==> src/rtl/bin2bcd_seq_pkg.sv <==
// Shared definitions for the start/ready/done_tick handshake blocks and the
// BCD conversion datapath.
package bin2bcd_seq_pkg;

    // Handshake FSM encoding, common with the restoring divider.
    typedef enum logic [1:0] {
        ST_IDLE = 2'b00,
        ST_OP   = 2'b01,
        ST_DONE = 2'b10
    } state_t;

    localparam int BCD_DIGIT_W = 4;

    localparam logic [BCD_DIGIT_W-1:0] ADD3_THRESHOLD = 4'd5;
    localparam logic [BCD_DIGIT_W-1:0] ADD3_VALUE     = 4'd3;

endpackage

==> src/rtl/bin2bcd_seq_digit_adj.sv <==
// Double-dabble correction cell: a BCD digit of 5 or more gets +3 before the
// next shift, so that the doubled value carries correctly into the next digit.
module bcd_digit_adj
    import bin2bcd_seq_pkg::*;
(
    input  logic [BCD_DIGIT_W-1:0] din,
    output logic [BCD_DIGIT_W-1:0] dout
);

    assign dout = (din >= ADD3_THRESHOLD) ? din + ADD3_VALUE : din;

endmodule

==> src/rtl/bin2bcd_seq.sv <==
// Sequential binary-to-BCD converter (shift-and-add-3), one input bit per
// cycle, with the same start/ready/done_tick handshake as the divider.
module bin2bcd_seq
    import bin2bcd_seq_pkg::*;
#(
    parameter int W      = 8,
    parameter int DIGITS = 3,
    parameter int CBIT   = 4
) (
    input  logic                  clk,
    input  logic                  rst,
    input  logic                  start,
    input  logic [W-1:0]          bin,
    output logic                  ready,
    output logic                  done_tick,
    output logic [4*DIGITS-1:0]   bcd
);

    localparam int BW = BCD_DIGIT_W * DIGITS;

    state_t          state_reg, state_next;
    logic [W-1:0]    p2s_reg, p2s_next;
    logic [BW-1:0]   bcd_reg, bcd_next;
    logic [BW-1:0]   bcd_adj;
    logic [CBIT-1:0] n_reg, n_next;

    for (genvar g = 0; g < DIGITS; g++) begin : g_adj
        bcd_digit_adj u_adj (
            .din  (bcd_reg[g*BCD_DIGIT_W +: BCD_DIGIT_W]),
            .dout (bcd_adj[g*BCD_DIGIT_W +: BCD_DIGIT_W])
        );
    end

    // NOTE: registers use non-blocking assignments so every flop samples the
    // pre-edge value of the others, independent of statement order.
    always_ff @(posedge clk or posedge rst) begin
        if (rst) begin
            state_reg <= ST_IDLE;
            p2s_reg   <= '0;
            bcd_reg   <= '0;
            n_reg     <= '0;
        end else begin
            state_reg <= state_next;
            p2s_reg   <= p2s_next;
            bcd_reg   <= bcd_next;
            n_reg     <= n_next;
        end
    end

    always_comb begin
        // NOTE: every output of this block is given a default first; a path
        // that skips an assignment would otherwise infer a latch.
        state_next = state_reg;
        p2s_next   = p2s_reg;
        bcd_next   = bcd_reg;
        n_next     = n_reg;
        ready      = 1'b0;
        done_tick  = 1'b0;

        case (state_reg)
            ST_IDLE: begin
                ready = 1'b1;
                if (start) begin
                    p2s_next   = bin;
                    bcd_next   = '0;
                    n_next     = CBIT'(W);
                    state_next = ST_OP;
                end
            end
            ST_OP: begin
                // Top bit of the adjusted vector is always 0 when the digit
                // count covers the input range, so it is dropped by the shift.
                bcd_next = BW'({bcd_adj, p2s_reg[W-1]});
                p2s_next = p2s_reg << 1;
                n_next   = n_reg - CBIT'(1);
                if (n_reg == CBIT'(1))
                    state_next = ST_DONE;
            end
            ST_DONE: begin
                done_tick  = 1'b1;
                state_next = ST_IDLE;
            end
            default: state_next = ST_IDLE;
        endcase
    end

    assign bcd = bcd_reg;

endmodule

==> config.mk <==
export PLATFORM = sky130hd
export DESIGN_NAME = bin2bcd_seq
export DESIGN_NICKNAME = d
export VERILOG_FILES = /design/src/rtl/bin2bcd_seq_pkg.sv /design/src/rtl/bin2bcd_seq_digit_adj.sv /design/src/rtl/bin2bcd_seq.sv
export SDC_FILE = /design/constraint.sdc
export NUM_CORES = 1
export LEC_CHECK = 0
export ABC_CLOCK_PERIOD_IN_PS = 2200
export CORE_UTILIZATION = 55
export CTS_BUF_LIST = sky130_fd_sc_hd__clkbuf_16
export DETAILED_ROUTE_END_ITERATION = 16
export HOLD_SLACK_MARGIN = 0.08
export PLACE_DENSITY = 0.79
export SLEW_MARGIN = 0
export SYNTH_ARGS = -nofsm -noshare
export SYNTH_HDL_FRONTEND = slang
export SYNTH_SLANG_ARGS = --single-unit
export TNS_END_PERCENT = 1
==> constraint.sdc <==
create_clock -name clk -period 2.2 [get_ports clk]
set_input_delay 0.44 -clock clk [delete_from_list [all_inputs] [get_ports clk]]
set_output_delay 0.44 -clock clk [all_outputs]
set_load 0.1 [all_outputs]
==> flow_summary.json <==
{
  "synth-edff-count": 0,
  "largest_register_ffs": 12,
  "synth_top_family_by_area": "compound AO/OA/AOI/OAI gates",
  "grt_pass1_wl_um": 4870,
  "period_share_pct": 83.9,
  "dp_hpwl_um": 2120,
  "num_rows": 18,
  "dieArea_um2": 2870,
  "worstSkewPairLatency_ns": 0.25,
  "ys_ff_latch": 26,
  "fp.dieW_um": 53.6,
  "cp.required_ns": 1.76,
  "use_met3_pct": 2.54,
  "synth_cell_type_count": 35,
  "final_common_cell": "dfrtp_1",
  "initial_utilization_pct": 58.6,
  "synth_mux_area_share_pct": 1.37,
  "syn2layout_area_growth_pct": 21.3,
  "dp_cells": 192,
  "skew_ns": 0.00404,
  "syn_area_um2": 1470,
  "use_met2_pct": 42.3,
  "grt_pass1_vias": 1110,
  "vias": 1152,
  "core_um2": 2500,
  "place.gp.congestion": 0.770,
  "ys_seq_area_share_pct": 44.4,
  "drive_gt1_share_pct": 17.6,
  "hold_ws_ns": 0.486,
  "yosys_warnings": 0,
  "synth-xor-area-share_pct": 1.20,
  "min_period_ns": 1.85,
  "cts.sinks": 26,
  "chipHeight_um": 53.6,
  "syn_nets": 161,
  "rsz0062_at_grt": "no",
  "async_flop_share_pct": 100,
  "path_max_fanout": 19,
  "cts_tree": "done",
  "finalSetupViolCount": 0,
  "gr-total-overflow": 0,
  "drcViolationCount": 0,
  "drt_iter0_markers": 21,
  "synthCells": 142,
  "min_path_type": "register to register",
  "grt_use_total_pct": 23.6,
  "synth-compound-area-share_pct": 26.3,
  "syn-mean-instance-area_um2": 10.3,
  "synthFlopType": "dfrtp_1",
  "cts.clk_slew.worst_paths_ns": 0.06,
  "cts-hold-fix-buffers": 0,
  "vias_per_cell": 5.91,
  "crit_type": "register to output port",
  "grt_max_degree": 27,
  "status": "finished, final reports clean",
  "htree_levels": 1,
  "synth_adder_area_share_pct": 6.83,
  "grt.busiest_layer": "met2",
  "cts_made_buffers": 3,
  "wl_um": 2990,
  "io_buffers": 24,
  "critPathSlowestCell": "dfrtp_1",
  "startpoint_type": "register",
  "layout_common_cells": "26 x dfrtp_1, 15 x nand2_1, 15 x buf_4",
  "cp.arrival_ns": 1.41,
  "antenna_found_initial": 0,
  "num_antenna_cells": 0,
  "fmax_mhz": 541,
  "dr.pass1.iters": 4,
  "cts_setup_buffers": 0,
  "hold_viol": 0,
  "crit_path_cell_trace": "nor2_1 -> buf_12",
  "clk_path_buf_depth": 2,
  "met1_usage_pct": 30.1,
  "worst_slew_pin_slew_ns": 0.603,
  "ctsResizeCount": 0,
  "maxSlewHeadroom_pct": 59.8,
  "cp-end-kind": "output port",
  "wl_per_cell_um": 15.3,
  "drtAntennaViolNets": 0,
  "slew_violations": 0,
  "cts-root-buf": "clkbuf_16",
  "max-cap-violations": 0,
  "yosys.area_share.simple_pct": 12.2,
  "tns_ns": 0,
  "finalNetCount": 186,
  "final_cells": 195,
  "final_util_pct": 71.1,
  "max_stage_delay_ns": 0.60,
  "io_pins": 25
}
## path summary, 6_finish.rpt
| check | to | slack, ns | start | cells after the start |
|---|---|---|---|---|
| setup / recovery | ready | 0.35 | state_reg[0] | 2 |
| hold / removal | bcd[0] | 0.49 | p2s_reg[7] | 2 |
| setup reg to reg | bcd[9] | 0.56 | state_reg[0] | 3 |
| hold reg to reg | bcd[0] | 0.49 | p2s_reg[7] | 2 |
| max in group asynchronous | p2s_reg[0] | 1.40 | rst | 3 |
| min in group asynchronous | p2s_reg[3] | 0.54 | rst | 3 |
## synth_stat cells (2+ instances only)
| cell type | instances | area [µm²] |
|---|---|---|
| xnor2_1 | 2 | 17.5 |
| o21ai_0 | 10 | 50.1 |
| mux2i_1 | 2 | 20.0 |
| buf_2 | 2 | 10.0 |
| o211ai_1 | 3 | 22.5 |
| o21a_1 | 3 | 22.5 |
| nor2_1 | 3 | 11.3 |
| and3b_1 | 2 | 17.5 |
| nor2b_1 | 5 | 31.3 |
| o2111ai_1 | 5 | 43.8 |
| nand2_1 | 15 | 56.3 |
| dfrtp_1 | 26 | 651 |
| nand2b_1 | 6 | 37.5 |
| buf_6 | 3 | 33.8 |
| inv_1 | 14 | 52.6 |
| a21oi_1 | 3 | 15.0 |
| a22oi_1 | 5 | 37.5 |
| o31ai_1 | 3 | 22.5 |
| o221ai_2 | 3 | 45.0 |
| o32ai_1 | 2 | 17.5 |
| ha_1 | 8 | 100 |
| a32o_1 | 4 | 40.0 |
## layout make-up
cell class | instances | area, µm²
Timing Repair Buffer | 27 | 253
Inverter | 15 | 56.3
Tap cell | 30 | 37.5
Fill cell | 184 | 723
Sequential cell | 26 | 651
Multi-Input combinational cell | 94 | 704
Clock buffer | 3 | 75.1
## metal layers
metal / share of wire [%] / vias to the layer above
met1: 47 / 566
li1: - / 559
met2: 49 / 25
met3: 3.3 / 2
met5: 0 / -
met4: 0.57 / 0
## metrics by stage
| step | instance area [µm²] | worst slack (ns) |
|---|---|---|
| floorplan | 1470 | -0.124 |
| global placement | 1700 | 0.466 |
| detailed placement | 1700 | 0.439 |
| CTS | 1780 | 0.366 |
| global route | 1780 | 0.292 |
| finish | 1780 | 0.353 |
## critical path, delay by kind of cell (launching register included)
kind / cells / cell delay, ns
buffers and inverters: 1 / 0.22
DFF: 1 / 0.60
and+or+nand+nor: 1 / 0.34
## kinds of logic after synthesis
family / count (synthesis)
AOI/OAI and AO/OA: 48
xor gates and xnor gates: 2
buffers and inverters: 22
and+or+nand+nor: 34
adders and majority gates: 8
muxes: 2
DFF: 26
Power is not shown: default switching activity piles up to over one toggle a cycle in this logic, so the estimate is an artifact.
